**config.mk**
```make
export PLATFORM = sky130hd
export DESIGN_NAME = uart_status_tx
export DESIGN_NICKNAME = d
export VERILOG_FILES = /design/src/rtl/uart_status_tx.sv
export SDC_FILE = /design/constraint.sdc
export NUM_CORES = 1
export LEC_CHECK = 0
export BUFFER_PORTS_ARGS = -buffer_cell sky130_fd_sc_hd__buf_2
export CAP_MARGIN = 20
export CELL_PAD_IN_SITES_DETAIL_PLACEMENT = 0
export CELL_PAD_IN_SITES_GLOBAL_PLACEMENT = 1
export CORE_MARGIN = 4
export CORE_UTILIZATION = 25
export CTS_CLUSTER_DIAMETER = 50
export DETAILED_ROUTE_END_ITERATION = 16
export GPL_TIMING_DRIVEN = 0
export MAX_ROUTING_LAYER = met4
export PLACE_DENSITY = 0.51
export SYNTH_ARGS = -nofsm -noshare
export SYNTH_HDL_FRONTEND = slang
export SYNTH_SLANG_ARGS = --single-unit
```
**constraint.sdc**
```tcl
create_clock -name clk -period 2.6 [get_ports clk]
set_input_delay 0.39 -clock clk [delete_from_list [all_inputs] [get_ports clk]]
set_output_delay 0.39 -clock clk [all_outputs]
set_load 0.01 [all_outputs]
```
**src/rtl/uart_status_tx.sv**
```systemverilog
// UART 8N1 status/ack transmitter with a small byte FIFO in front of the serializer.
// Define UART_TX_PARITY_EN to insert an even-parity bit (8E1 frames).
module uart_status_tx #(
  parameter int CLK_HZ     = 25000000,
  parameter int BAUD       = 115200,
  parameter int FIFO_DEPTH = 4
) (
  input  logic                          clk,
  input  logic                          rst_n,
  input  logic [7:0]                    tx_data,
  input  logic                          tx_valid,
  output logic                          tx_ready,
  output logic                          tx,
  output logic                          busy,
  output logic [$clog2(FIFO_DEPTH):0]   fifo_count,
  output logic [2:0]                    dbg_state
);

  // Handshake: a byte is taken on every rising edge where tx_valid && tx_ready;
  // tx_data must be stable while tx_valid is high, and tx_ready depends only on
  // registered state, so it never combinationally follows tx_valid.

  localparam int CPB = CLK_HZ / BAUD;
  localparam int TW  = (CPB > 1) ? $clog2(CPB) : 1;
  localparam int AW  = $clog2(FIFO_DEPTH);
  localparam int CW  = AW + 1;

  generate
    if ((FIFO_DEPTH < 2) || ((FIFO_DEPTH & (FIFO_DEPTH - 1)) != 0)) begin : g_bad_depth
      $error("uart_status_tx: FIFO_DEPTH must be a power of 2 and >= 2");
    end
  endgenerate

  typedef enum logic [2:0] {
    S_IDLE   = 3'd0,
    S_START  = 3'd1,
    S_DATA   = 3'd2,
    S_PARITY = 3'd3,
    S_STOP   = 3'd4
  } state_t;

  state_t          r_state;
  state_t          w_next_state;
  logic [TW-1:0]   r_timer;
  logic [2:0]      r_bit_idx;
  logic [7:0]      r_shift;
  logic            r_tx;
  logic            w_tx_next;
  logic            w_tick;
  logic            w_pop;
  logic            w_push;
  logic            w_nonempty;

  logic [7:0]      r_mem [FIFO_DEPTH];
  logic [AW-1:0]   r_wr_ptr;
  logic [AW-1:0]   r_rd_ptr;
  logic [CW-1:0]   r_count;

`ifdef UART_TX_PARITY_EN
  logic            r_parity;
`endif

  assign w_tick     = (r_timer == TW'(CPB - 1));
  assign w_nonempty = (r_count != '0);
  assign tx_ready   = (r_count != CW'(FIFO_DEPTH));
  assign w_push     = tx_valid && tx_ready;

  assign tx         = r_tx;
  assign busy       = (r_state != S_IDLE) || w_nonempty;
  assign fifo_count = r_count;
  assign dbg_state  = r_state;

  // FIFO storage needs no reset; only the pointers and count define its contents.
  always_ff @(posedge clk) begin
    if (w_push) begin
      r_mem[r_wr_ptr] <= tx_data;
    end
  end

  always_ff @(posedge clk) begin
    if (!rst_n) begin
      r_wr_ptr <= '0;
      r_rd_ptr <= '0;
      r_count  <= '0;
    end else begin
      if (w_push) begin
        r_wr_ptr <= r_wr_ptr + AW'(1);
      end
      if (w_pop) begin
        r_rd_ptr <= r_rd_ptr + AW'(1);
      end
      case ({w_push, w_pop})
        2'b10:   r_count <= r_count + CW'(1);
        2'b01:   r_count <= r_count - CW'(1);
        default: r_count <= r_count;
      endcase
    end
  end

  // State register plus the bit timer, bit index and shift register it sequences.
  always_ff @(posedge clk) begin
    if (!rst_n) begin
      r_state   <= S_IDLE;
      r_timer   <= '0;
      r_bit_idx <= '0;
      r_shift   <= '0;
      r_tx      <= 1'b1;
`ifdef UART_TX_PARITY_EN
      r_parity  <= 1'b0;
`endif
    end else begin
      r_state <= w_next_state;
      r_tx    <= w_tx_next;

      if ((r_state == S_IDLE) || w_tick) begin
        r_timer <= '0;
      end else begin
        r_timer <= r_timer + TW'(1);
      end

      if (r_state != S_DATA) begin
        r_bit_idx <= '0;
      end else if (w_tick) begin
        r_bit_idx <= r_bit_idx + 3'd1;
      end

      if (w_pop) begin
        r_shift  <= r_mem[r_rd_ptr];
`ifdef UART_TX_PARITY_EN
        r_parity <= ^r_mem[r_rd_ptr];
`endif
      end else if ((r_state == S_DATA) && w_tick) begin
        r_shift <= {1'b0, r_shift[7:1]};
      end
    end
  end

  // Next state; a pop happens only on the transitions that load a new frame.
  always_comb begin
    w_next_state = r_state;
    w_pop        = 1'b0;
    case (r_state)
      S_IDLE: begin
        if (w_nonempty) begin
          w_pop        = 1'b1;
          w_next_state = S_START;
        end
      end
      S_START: begin
        if (w_tick) begin
          w_next_state = S_DATA;
        end
      end
      S_DATA: begin
        if (w_tick && (r_bit_idx == 3'd7)) begin
`ifdef UART_TX_PARITY_EN
          w_next_state = S_PARITY;
`else
          w_next_state = S_STOP;
`endif
        end
      end
      S_PARITY: begin
        if (w_tick) begin
          w_next_state = S_STOP;
        end
      end
      S_STOP: begin
        if (w_tick) begin
          if (w_nonempty) begin
            w_pop        = 1'b1;
            w_next_state = S_START;
          end else begin
            w_next_state = S_IDLE;
          end
        end
      end
      default: begin
        w_next_state = S_IDLE;
      end
    endcase
  end

  // Line level for the current state; registered so tx is glitch-free.
  always_comb begin
    w_tx_next = 1'b1;
    case (r_state)
      S_START:  w_tx_next = 1'b0;
      S_DATA:   w_tx_next = r_shift[0];
`ifdef UART_TX_PARITY_EN
      S_PARITY: w_tx_next = r_parity;
`endif
      default:  w_tx_next = 1'b1;
    endcase
  end

endmodule

```
Word-level counts from Yosys, hierarchy flattened
Memory sizes are Yosys's and may differ from the RTL's. A register that Yosys moved wholly into a read port is not among the register bits. Cells that the tools add are included.

Add/subtract/negate cells: 6. Eq/ne operators: 15. Muxes and demuxes: 18. Bitwise operators: 1. Reductions and logical operators: 13.

Operator list (number): $mux 8 (2); $mux 3 (5); $pmux 3 s5 (1); $add 8x1->8 const B (1); $eq 8x8->1 const B (1); $ne 2x2->1 const B (4); $add 3x1->3 const B (2); $eq 3x2->1 const B (2); $eq 3x3->1 const B (2); $pmux 3 s2 (1); $reduce_bool 3->1 (2); $mux 1 (5); $reduce_and 5->1 (1); $add 2x1->2 const B (2); $mux 2 (2); $pmux 1 s2 (2); $reduce_bool 2->1 (2); $reduce_or 2->1 (2); $eq 3x1->1 const B (1); $logic_and 1x1->1 (3); $logic_not 3->1 (1); $ne 3x2->1 const B (1); $ne 3x3->1 const B (1); $sub 3x1->3 const B (1); 5 further kinds (6).

Register bits after elaboration: 30. Memory bits (writable): 32. Bits of input ports: 11. Output and inout port bits: 9. Memories: 1.

Memories: r_mem (words 4, bits a word 8, rd ports 1, clocked after Yosys merged registers in 1, wr ports 1, RTL line 54) `logic [7:0] r_mem [FIFO_DEPTH];`.

Longest topological paths before layout
Gate-level depths: netlist of run 1.

Depth after elaboration: 6. Depth in mapped cells: 13. Mapped depth without buffers: 11.

Least setup slack after synthesis of run 1
OpenSTA, ideal clock, no wires.

Path kind: register to register. Start: register r_timer[0]. End: register r_count[2], in the netlist fifo_count[2]. Setup time: 0.072 ns. Arrival time: 2.527 ns. Required time: 2.528 ns. Path slack: 0.001 ns. Cell stages (with the launch flop): 14. Period minus slack after synthesis: 2.599 ns. Cells stage by stage: dfxtp_1 inv_1 ha_1 and4bb_1 buf_4 a21bo_2 nand2b_1 buf_2 inv_1 ha_1 fa_1 xnor2_1 or3_1 a21oi_1.

Longest elaborated chain between the ends: 5. Elaborated cells on any way between the ends: 7. Those cells by class: 3 x eq/ne; 3 x mux; 1 x reduce/logical.

RTL lines: from (decl) (RTL line 44) `logic [TW-1:0] r_timer;`; from (signal assigned) (RTL line 118) `r_timer <= r_timer + TW'(1);`; $eq 8x8->1 * (RTL line 63) `assign w_tick = (r_timer == TW'(CPB - 1));`; $mux 1 * (RTL line 169) `if (w_tick) begin`; $pmux 1 s2 * (RTL line 142) `case (r_state)`; $eq 2x1->1 or $eq 2x2->1 (tied branches) (RTL line 92) `case ({w_push, w_pop})`; $pmux 3 s2 or $reduce_bool 2->1 (tied branches); to (signal assigned) (RTL line 93) `2'b10: r_count <= r_count + CW'(1);`; to (signal assigned) (RTL line 94) `2'b01: r_count <= r_count - CW'(1);`; to (signal assigned) (RTL line 95) `default: r_count <= r_count;`; to (decl) (RTL line 57) `logic [CW-1:0] r_count;`.

Mark *: on every way between the ends. The rest lies on a longest branch, timed or not. A chain may end at the register's enable or synchronous reset.

Final worst setup path of run 1
Ends and elaborated chain as after synthesis.

==> out/results.ini, run 1 <==
[routing]
routed_wl_microns = 5030
ant_nets = 0
detail_route.vias_per_cell = 4.25
drc_errors_left = 0
initialDrtViolationCount = 98
wire_per_inst_microns = 13.3
dr_total_vias = 1610
firstDrtPassIters = 4

[worst_setup_path]
worstSetupPathType = register to register
nature_of_the_critical_path_endpoint = register
worst-path-max-fanout = 7
critPathLaunchType = register
cp.required_ns = 2.86
r2r_setup_slack_ns = 0.12
critPathArrivalTime_ns = 2.75

[sta]
fin_worst_skew_ns = 0.00917
fin_crit_ns = 2.48
min_period_over_period = 0.955
fin_tns_setup_ns = 0
setup-violations-final = 0
hold_viol = 0
achievable-frequency_ghz = 0.403
max_slew_margin = 0.669
timing_max_transition_violations_final = 0
tightestPinTransition_ns = 0.497

[clock_network]
clk-insertion-delay-late_ns = 0.34
clkTransAtPathRegs_ns = 0.08
htree_levels = 3
clock_sinks = 64
clock_tree.root_cell = sky130_fd_sc_hd__clkbuf_8
numCtsBuffers = 9
cts.hold.buffers_added = 0
ctsLongestPathBuffers = 2
cts_tree = done

[floorplanning]
dieHeight_microns = 111
placeableCoreArea_sq_um = 10300
core.rowCount = 37
die_w_microns = 111
boundaryPins = 20
start_util = 0.258
design.die.area_sq_um = 12400

[logic_synthesis]
synth.top_cell.area_share = 0.361
postSynthCellCount = 205
synth_largest_area_cell = sky130_fd_sc_hd__edfxtp_1
synth_cell_type_count = 39
count_of_flip_flops_with_a_built_in_enable_after_synthesis = 32
syn_nets = 226
post_synthesis_instance_area_sq_um = 2660
seq_area_frac_synth = 0.602
yosys-top-cells-area = sky130_fd_sc_hd__edfxtp_1 (36%), sky130_fd_sc_hd__dfxtp_1 (24%), sky130_fd_sc_hd__mux4_2 (6.8%)
postSynthRegisterBits = 64
yosysWarningCount = 0
synthFlopType = sky130_fd_sc_hd__edfxtp_1
postSynthAreaPerCell_sq_um = 13.0
synth_async_sr_flop_share = 0

[global_route]
track_usage = 0.0903
largest_net_degree_at_the_start_of_global_routing = 14
via_count_of_the_first_global_routing_pass = 1694
global_route_wire_length_before_repair_microns = 8560
grt_overflow = 0
antenna_found_initial = 0

[cells_and_area]
final_layout_size_suffix_gt1_frac = 0.243
stdcell_count = 379
final_net_count = 259
area.growth.synth_to_final_pct = 21.1
number_of_antenna_cells_inserted = 0
post-route-util = 0.312

[hold_path]
min_path_type = primary input to register

[power]
power_density_nw_per_um2 = 962
power.leakage_uw = 0.00122
design_power_total_uw = 3100
max-vdd-ir-drop_mv = 0.222

[place]
gp_routability_congestion = 0.646
placedCellCount = 360
port_buf_inserts = 19
place_hpwl_microns = 3430

[run_status]
outcome = completed

[flow_run]
max_cap_violations = 0

## cell families after synthesis
family / Yosys count / synth area share
AO/OA/AOI/OAI: 33 / 0.0766
multiplexers: 16 / 0.0978
AND/OR/NAND/NOR: 55 / 0.114
XOR/XNOR: 10 / 0.0329
buffers and inverters: 17 / 0.0273
adder cells (fa/ha/maj): 10 / 0.0498
flip-flops: 64 / 0.602
## layer usage
layer,share of wire,wire length (microns),global-route usage,vias to the layer above
met5,0,0,-,-
li1,-,-,-,818
met1,0.49,2470,0.116,763
met3,0.028,141,0.0251,8
met4,0.014,71,0.0438,0
met2,0.47,2350,0.131,21
## path summary, 6_finish.rpt
kind | startpoint | endpoint | cells after the start
worst max register to register | r_timer[0] | fifo_count[2] | 13
worst max-delay path | r_timer[0] | fifo_count[2] | 13
worst min-delay path | tx_data[2] | r_mem[2][2] | 1
worst min register to register | r_timer[0] | r_timer[0] | 1
## cells in the final DEF, fill, tap and decap left out, types with 7 or more instances in the layout
cell                       synthesis  routed
sky130_fd_sc_hd__mux4_2            8       8
sky130_fd_sc_hd__ha_1              9       8
sky130_fd_sc_hd__nand2_1           7       7
sky130_fd_sc_hd__xor2_1            7       7
sky130_fd_sc_hd__and3_1            7       7
sky130_fd_sc_hd__clkbuf_8          0       9
sky130_fd_sc_hd__dfxtp_1          32      30
sky130_fd_sc_hd__nand3_1           8       8
sky130_fd_sc_hd__nor2_1           13      13
sky130_fd_sc_hd__buf_2             4      22
sky130_fd_sc_hd__o31ai_1           8       8
sky130_fd_sc_hd__inv_1             8       8
sky130_fd_sc_hd__edfxtp_1         32      32
sky130_fd_sc_hd__a21oi_1          17      17
sky130_fd_sc_hd__mux2i_1           8       8
## critical path, cell delays in order (launching register included)
cell and delay [ns]:
sky130_fd_sc_hd__dfxtp_4 0.36, sky130_fd_sc_hd__inv_1 0.04, sky130_fd_sc_hd__ha_1 0.18, sky130_fd_sc_hd__and4bb_1 0.21
sky130_fd_sc_hd__buf_6 0.14, sky130_fd_sc_hd__a21bo_4 0.22, sky130_fd_sc_hd__nand2b_4 0.06, sky130_fd_sc_hd__buf_6 0.10
sky130_fd_sc_hd__inv_1 0.05, sky130_fd_sc_hd__ha_4 0.16, sky130_fd_sc_hd__fa_2 0.33, sky130_fd_sc_hd__xnor2_1 0.14
sky130_fd_sc_hd__or3_1 0.30, sky130_fd_sc_hd__a21oi_1 0.12
## repair_timing
action,4_1_cts,5_1_grt
gates resized for setup,7,5
setup buffers,1,2
setup endpoints to repair,1,1
pin swaps,0,1
hold endpoints to repair,0,0
## power breakdown
| part | internal [uW] | total [uW] | leakage, uW | switching (uW) |
|---|---|---|---|---|
| registers | 1250 | 1350 | 0.000557 | 101 |
| clock network | 549 | 965 | 0.000110 | 416 |
| logic | 386 | 785 | 0.000551 | 399 |
| total | 2180 | 3100 | 0.00122 | 916 |
## state kept, by name, indices dropped and copies added (netlist names), named ones only
signal and count:
fifo_count 3, dbg_state 3, r_shift 8, r_timer 8, r_mem 32, r_rd_ptr 2, tx 1, r_wr_ptr 2
r_bit_idx 3
## Yosys cell counts, types with 3 or more instances
library cell,number
sky130_fd_sc_hd__nand3b_1,3
sky130_fd_sc_hd__xor2_1,7
sky130_fd_sc_hd__nor2_1,13
sky130_fd_sc_hd__ha_1,9
sky130_fd_sc_hd__mux4_2,8
sky130_fd_sc_hd__edfxtp_1,32
sky130_fd_sc_hd__nor3_1,3
sky130_fd_sc_hd__o31ai_1,8
sky130_fd_sc_hd__mux2i_1,8
sky130_fd_sc_hd__inv_1,8
sky130_fd_sc_hd__nand2_1,7
sky130_fd_sc_hd__or3_1,3
sky130_fd_sc_hd__dfxtp_1,32
sky130_fd_sc_hd__a21oi_1,17
sky130_fd_sc_hd__nand3_1,8
sky130_fd_sc_hd__buf_2,4
sky130_fd_sc_hd__xnor2_1,3
sky130_fd_sc_hd__and3_1,7
## area by class of cell
class,count,area [sq um]
fillers,1056,7100
flip-flops and latches,64,1610
multi-input cells,124,1020
well taps,136,170
clock buffers,9,124
repair buffers,22,118
clock inverters,7,103
plain buffers,8,48.8
inverters,9,33.8
## through the flow
step | hold slack [ns] | setup WS, ns | instance area [sq um]
detailed placement | 0.455 | -0.237 | 2930
global route | 0.254 | -0.000352 | 3220
global placement | 0.448 | -0.253 | 2930
finish | 0.266 | 0.117 | 3220
CTS | 0.240 | 0.0355 | 3180
floorplan | 0.440 | 0.000674 | 2660
(Power assumes the default switching activity.)
==> run 2, diff against run 1 <==
--- a/config.mk
+++ b/config.mk
@@ -7,15 +7,13 @@
 export LEC_CHECK = 0
 export BUFFER_PORTS_ARGS = -buffer_cell sky130_fd_sc_hd__buf_2
 export CAP_MARGIN = 20
-export CELL_PAD_IN_SITES_DETAIL_PLACEMENT = 0
-export CELL_PAD_IN_SITES_GLOBAL_PLACEMENT = 1
 export CORE_MARGIN = 4
 export CORE_UTILIZATION = 25
 export CTS_CLUSTER_DIAMETER = 50
 export DETAILED_ROUTE_END_ITERATION = 16
 export GPL_TIMING_DRIVEN = 0
 export MAX_ROUTING_LAYER = met4
-export PLACE_DENSITY = 0.51
+export PLACE_DENSITY = 0.45
 export SYNTH_ARGS = -nofsm -noshare
 export SYNTH_HDL_FRONTEND = slang
 export SYNTH_SLANG_ARGS = --single-unit
==> run 2 against run 1 <==
  * Maximum frequency increased by 2.0%
  * Clock-buffer cell count unchanged
  * Cell count decreased by 0.26%
  * Die area unchanged
  * Hold slack got worse by 0.00074 ns
  * Non-clock buffer count decreased by 1
  * Register-to-register slack improved by 0.05 ns
  * Critical path type unchanged
==> out/results.ini, run 2 (synthesis gave the netlist of run 1 again) <==
[run_status]
outcome = completed

[sta]
hold_viol = 0  ; unchanged
setup-violations-final = 0  ; unchanged
max_slew_margin = 0.655  ; -0.0133
min_period_over_period = 0.936  ; -0.0186
timing_max_transition_violations_final = 0  ; unchanged
fin_tns_setup_ns = 0  ; unchanged
fin_worst_skew_ns = 0.00658  ; -0.00259 ns
achievable-frequency_ghz = 0.411  ; +2.0%
fin_crit_ns = 2.43  ; -0.0484 ns
rsz0062_at_grt = false
tightestPinTransition_ns = 0.517  ; +0.0199 ns

[clock_network]
clkTransAtPathRegs_ns = 0.08  ; about the same
ctsLongestPathBuffers = 2  ; unchanged
clock_sinks = 64  ; unchanged
clock_tree.root_cell = sky130_fd_sc_hd__clkbuf_8
numCtsBuffers = 9  ; unchanged
clk-insertion-delay-late_ns = 0.34  ; about the same
cts_tree = done
cts.hold.buffers_added = 0  ; unchanged
htree_levels = 3  ; unchanged

[worst_setup_path]
worstSetupPathType = register to register
nature_of_the_critical_path_endpoint = register
critPathLaunchType = register
worst_r2r_startpoint = r_timer[1]
critPathArrivalTime_ns = 2.70  ; -0.05 ns
reg2reg_depth = 12  ; -1
cp.required_ns = 2.86  ; about the same
crit-reg2reg-capture = fifo_count[2]
r2r_setup_slack_ns = 0.17  ; +0.05 ns
worst-path-max-fanout = 7  ; unchanged

[cells_and_area]
final_common_cell = sky130_fd_sc_hd__edfxtp_1
final_layout_size_suffix_gt1_frac = 0.240  ; -0.00313
area.growth.synth_to_final_pct = 19.0
final_net_count = 258  ; -0.39%
finish.instance_area_sq_um = 3170  ; -1.7%
multiInputGateArea_sq_um = 996  ; -2.0%
largest_register_ffs = 32  ; unchanged
top_regs = r_mem (32), r_shift (8), r_timer (8)
seqCellArea_sq_um = 1610  ; unchanged
most-common-layout-cells = sky130_fd_sc_hd__edfxtp_1 (32), sky130_fd_sc_hd__dfxtp_1 (30), sky130_fd_sc_hd__buf_2 (22)
number_of_antenna_cells_inserted = 0  ; unchanged
largest_register = r_mem
fill_cells = 1062  ; +0.57%

[routing]
detail_route.vias_per_cell = 4.27  ; +0.58%
ant_nets = 0  ; unchanged
dr_total_vias = 1615  ; +0.31%
wire_per_inst_microns = 13.1  ; -1.6%
initialDrtViolationCount = 48  ; -51%
drc_errors_left = 0  ; unchanged
firstDrtPassIters = 4  ; unchanged
routed_wl_microns = 4940  ; -1.8%

[floorplanning]
core.rowCount = 37  ; unchanged
boundaryPins = 20  ; unchanged
dieHeight_microns = 111  ; unchanged
die_w_microns = 111  ; unchanged
start_util = 0.258  ; unchanged
placeableCoreArea_sq_um = 10300  ; unchanged
design.die.area_sq_um = 12400  ; unchanged

[power]
power_density_nw_per_um2 = 939  ; -2.4%
power.leakage_uw = 0.00118  ; -3.1%
max-vdd-ir-drop_mv = 0.274  ; +23%

[flow_run]
max_cap_violations = 0  ; unchanged

[global_route]
global_route_wire_length_before_repair_microns = 8540  ; -0.32%
track_usage = 0.0898  ; -0.000484
largest_net_degree_at_the_start_of_global_routing = 14  ; unchanged
via_count_of_the_first_global_routing_pass = 1717  ; +1.4%
grt_overflow = 0  ; unchanged
antenna_found_initial = 0  ; unchanged

[hold_path]
worstHoldPathCells = 1  ; unchanged
worst_hold_path.endpoint = r_mem[1][4]
worstHoldStart = tx_data[4]
min_path_type = primary input to register

[place]
gp_routability_congestion = 0.670  ; +3.7%
port_buf_inserts = 19  ; unchanged
placement.cell_area_sq_um = 2930  ; unchanged
place_hpwl_microns = 3400  ; -0.94%

run 2: worst max path at each step:
| stage | from | end | slack, ns |
|---|---|---|---|
| floorplan | r_timer[0] | fifo_count[2] | 0.0007 |
| detailed placement | r_timer[0] | fifo_count[2] | -0.27 |
| CTS | r_timer[0] | fifo_count[2] | 0.02 |
| global placement | r_timer[0] | fifo_count[2] | -0.24 |
| finish | r_timer[1] | fifo_count[2] | 0.17 |
| global route | r_timer[1] | fifo_count[2] | 0.05 |
run 2: layout make-up:
cell class              instances  share of cell area
plain buffers                   7              0.0119
clock buffers                   9              0.0391
clock inverters                 7              0.0249
inverters                       9              0.0107
multi-input cells             124               0.314
flip-flops and latches         64               0.508
well taps                     136              0.0537
repair buffers                 22              0.0371
run 2: stage by stage:
stage	setup WS (ns)	hold slack, ns	util	cells	power [uW]
2_1_floorplan	0.000674	0.440	-	205	1890
5_1_grt	0.0494	0.238	0.307	378	3190
4_1_cts	0.0197	0.247	0.305	377	3020
3_3_place_gp	-0.244	0.448	0.283	360	2090
6_report	0.166	0.265	0.307	378	2970
3_5_place_dp	-0.273	0.458	0.283	360	2100
run 2: power breakdown:
group	leakage, uW	internal, uW	switching (uW)
combinational	0.000530	362	398
clock	0.0000929	452	416
sequential	0.000557	1250	98.0
total	0.00118	2060	912
run 2: metal layers:
layer	track usage	up-vias	part of all wire
met5	-	-	0
met4	0.0511	0	0.019
met3	0.0224	6	0.036
met2	0.136	30	0.46
met1	0.109	760	0.49
li1	-	819	-
run 2: what timing repair did:
action                                  CTS  global route
setup buffers                             1             2
gates resized for setup                   7             3
cloned                                    0             0
endpoints found under the setup margin    1             1
pin swaps                                 0             0
run 2: critical path, cell delays in order, from the launching register on:
cell and delay [ns]:
sky130_fd_sc_hd__dfxtp_4 0.36, sky130_fd_sc_hd__inv_1 0.04, sky130_fd_sc_hd__ha_1 0.18, sky130_fd_sc_hd__and4bb_4 0.24, sky130_fd_sc_hd__a21bo_2 0.22, sky130_fd_sc_hd__nand2b_1 0.09, sky130_fd_sc_hd__buf_6 0.10, sky130_fd_sc_hd__inv_1 0.05
sky130_fd_sc_hd__ha_2 0.19, sky130_fd_sc_hd__fa_2 0.33, sky130_fd_sc_hd__xnor2_1 0.14, sky130_fd_sc_hd__or3_1 0.30, sky130_fd_sc_hd__a21oi_1 0.13
==> run 3, diff against run 2 <==
--- a/config.mk
+++ b/config.mk
@@ -13,7 +13,8 @@
 export DETAILED_ROUTE_END_ITERATION = 16
 export GPL_TIMING_DRIVEN = 0
 export MAX_ROUTING_LAYER = met4
-export PLACE_DENSITY = 0.45
+export PLACE_DENSITY = 0.44
+export SLEW_MARGIN = 20
 export SYNTH_ARGS = -nofsm -noshare
 export SYNTH_HDL_FRONTEND = slang
 export SYNTH_SLANG_ARGS = --single-unit
==> constraint.sdc (replaced) <==
create_clock -name clk -period 2.8 [get_ports clk]
set_input_delay 0.42 -clock clk [delete_from_list [all_inputs] [get_ports clk]]
set_output_delay 0.42 -clock clk [all_outputs]
set_load 0.01 [all_outputs]
==> run 3 against run 2 <==
  * Die area is the same
  * Combinational power shrank 12%
  * Critical path type unchanged
  * Register-to-register slack is essentially flat
==> out/results.ini, run 3 (synthesis gave the netlist of run 1 again) <==
[run_status]
outcome = completed

[floorplanning]
core.rowCount = 37  ; unchanged
placeableCoreArea_sq_um = 10300  ; unchanged
boundaryPins = 20  ; unchanged
design.die.area_sq_um = 12400  ; unchanged
dieHeight_microns = 111  ; unchanged
start_util = 0.258  ; unchanged
die_w_microns = 111  ; unchanged

[worst_setup_path]
critPathArrivalTime_ns = 2.91  ; +0.21 ns
capturing_element_of_the_worst_setup_path = fifo_count[2]
critPathLaunchType = register
slowest_delay_ns = 0.37  ; about the same
crit_path_top_delay_cell = sky130_fd_sc_hd__dfxtp_4
worstPathCellList = inv_1, ha_1, and4bb_1, buf_4, a21bo_2, nand2b_1, buf_6, inv_1, ha_1, fa_2, xnor2_1, or3_1, a21oi_1
nature_of_the_critical_path_endpoint = register
cp.required_ns = 3.07  ; +0.21 ns
critical_path.startpoint = r_timer[0]
reg2reg_depth = 13  ; +1
worst-path-buf-inv = 4  ; +1
worst_r2r_startpoint = r_timer[0]
timing.critical_path.max_delay_family = adder cells
number_of_logic_stages_on_the_critical_path_including_buffering = 13  ; +1
r2r_setup_slack_ns = 0.16  ; about the same
worstSetupPathType = register to register
worst-path-max-fanout = 9  ; +2
crit-reg2reg-capture = fifo_count[2]

[clock_network]
cts_tree = done
clock_sinks = 64  ; unchanged
clock_tree.root_cell = sky130_fd_sc_hd__clkbuf_8
clk-insertion-delay-late_ns = 0.34  ; about the same
ctsLongestPathBuffers = 2  ; unchanged
clkTransAtPathRegs_ns = 0.08  ; about the same
numCtsBuffers = 9  ; unchanged
htree_levels = 3  ; unchanged

[sta]
min_period_over_period = 0.942  ; +0.00599
fin_worst_skew_ns = 0.00838  ; +0.00180 ns
hold_ws_ns = 0.293  ; +0.0277 ns
fin_tns_setup_ns = 0  ; unchanged
max_slew_margin = 0.665  ; +0.00931
setup-violations-final = 0  ; unchanged
tightestPinTransition_ns = 0.503  ; -0.0140 ns
hold_viol = 0  ; unchanged
achievable-frequency_ghz = 0.379  ; -7.7%
fin_crit_ns = 2.64  ; +0.204 ns
timing_max_transition_violations_final = 0  ; unchanged

[cells_and_area]
final_net_count = 256  ; -0.78%
largest_register_ffs = 32  ; unchanged
final_layout_size_suffix_gt1_frac = 0.225  ; -0.0147
stdcell_count = 376  ; -0.53%
largest_register = r_mem
top_regs = r_mem (32), r_shift (8), r_timer (8)
area.growth.synth_to_final_pct = 19.0  ; unchanged
fill_cells = 1053  ; -0.85%
number_of_antenna_cells_inserted = 0  ; unchanged
final_common_cell = sky130_fd_sc_hd__edfxtp_1
finish.instance_area_sq_um = 3170  ; unchanged
most-common-layout-cells = sky130_fd_sc_hd__edfxtp_1 (32), sky130_fd_sc_hd__dfxtp_1 (30), sky130_fd_sc_hd__buf_2 (22)

[routing]
detail_route.vias_per_cell = 4.32  ; +1.2%
ant_nets = 0  ; unchanged
initialDrtViolationCount = 40  ; -17%
dr_total_vias = 1625  ; +0.62%
routed_wl_microns = 4900  ; -0.95%
firstDrtPassIters = 4  ; unchanged
wire_per_inst_microns = 13.0  ; -0.42%
drc_errors_left = 0  ; unchanged

[place]
place_hpwl_microns = 3390  ; -0.34%
placedCellCount = 360  ; unchanged
port_buf_inserts = 19  ; unchanged
placement.cell_area_sq_um = 2930  ; unchanged
gp_routability_congestion = 0.672  ; +0.28%

[global_route]
largest_net_degree_at_the_start_of_global_routing = 14  ; unchanged
track_usage = 0.0901  ; +0.000312
global_route_wire_length_before_repair_microns = 8440  ; -1.1%
via_count_of_the_first_global_routing_pass = 1655  ; -3.6%
antenna_found_initial = 0  ; unchanged
grt_overflow = 0  ; unchanged

[power]
pwr-share-seq = 0.446  ; -0.006
max-vdd-ir-drop_mv = 0.210  ; -23%
power.leakage_uw = 0.00119  ; +1.0%
power_switching_share = 0.295  ; -0.0115
int_power_uw = 1980  ; -3.7%
power.share.combinational = 0.239  ; -0.017
power_density_nw_per_um2 = 889  ; -5.3%
p_sw_uw = 831  ; -8.8%
pwr-share-clk = 0.316  ; +0.024

[flow_run]
max_cap_violations = 0  ; unchanged

[hold_path]
min_path_type = primary input to register

run 3: final cells by class:
cell class,count,area (sq um),area share
flip-flops and latches,64,1610,0.507
multi-input cells,124,990,0.313
well taps,136,170,0.0537
clock buffers,9,124,0.0391
clock inverters,7,103,0.0324
repair buffers,19,95.1,0.0300
plain buffers,8,45.0,0.0142
inverters,9,33.8,0.0107
run 3: worst min-delay path by stage:
stage | slack [ns] | to | depth (start not counted) | start
floorplan | 0.44 | r_bit_idx[1] | 2 | r_bit_idx[1]
global placement | 0.45 | r_bit_idx[1] | 2 | r_bit_idx[1]
detailed placement | 0.46 | r_bit_idx[2] | 2 | r_bit_idx[2]
CTS | 0.27 | r_mem[0][4] | 1 | tx_data[4]
global route | 0.27 | r_mem[1][2] | 1 | tx_data[2]
finish | 0.29 | r_mem[0][4] | 1 | tx_data[4]
run 3: stage by stage:
stage | utilization | worst slack [ns] | total power, uW
floorplan | - | 0.201 | 1750
global placement | 0.283 | -0.0468 | 1940
detailed placement | 0.283 | -0.0403 | 1950
CTS | 0.306 | 0.00786 | 2860
global route | 0.307 | -0.00968 | 3030
finish | 0.307 | 0.162 | 2820
run 3: power by group through the flow:
stage | Clock, uW | Sequential [uW] | Combinational [uW]
2_1_floorplan | 0 | 1260 | 492
3_3_place_gp | 0 | 1270 | 670
3_5_place_dp | 0 | 1280 | 671
4_1_cts | 929 | 1250 | 681
5_1_grt | 982 | 1280 | 768
6_report | 889 | 1250 | 672
run 3: what timing repair did:
| item | 4_1_cts | 5_1_grt |
|---|---|---|
| pin swaps | 0 | 0 |
| hold buffers | 0 | 0 |
| resized for setup | 1 | 5 |
| endpoints found under the setup margin | 1 | 1 |
| setup buffers | 0 | 0 |
run 3: worst reg2reg max path, stage by stage, from the launching register on:
cell and delay, ns:
sky130_fd_sc_hd__dfxtp_4 0.37, sky130_fd_sc_hd__inv_1 0.04, sky130_fd_sc_hd__ha_1 0.19, sky130_fd_sc_hd__and4bb_1 0.20
sky130_fd_sc_hd__buf_4 0.16, sky130_fd_sc_hd__a21bo_2 0.21, sky130_fd_sc_hd__nand2b_1 0.09, sky130_fd_sc_hd__buf_6 0.14
sky130_fd_sc_hd__inv_1 0.06, sky130_fd_sc_hd__ha_1 0.21, sky130_fd_sc_hd__fa_2 0.34, sky130_fd_sc_hd__xnor2_1 0.13
sky130_fd_sc_hd__or3_1 0.30, sky130_fd_sc_hd__a21oi_1 0.13
run 3: layer usage:
| layer | GRT usage | up-vias | part of all wire | wire (microns) |
|---|---|---|---|---|
| li1 | - | 819 | - | - |
| met1 | 0.108 | 772 | 0.48 | 2330 |
| met2 | 0.133 | 25 | 0.47 | 2300 |
| met5 | - | - | 0 | 0 |
| met3 | 0.0278 | 9 | 0.030 | 148 |
| met4 | 0.0535 | 0 | 0.024 | 116 |
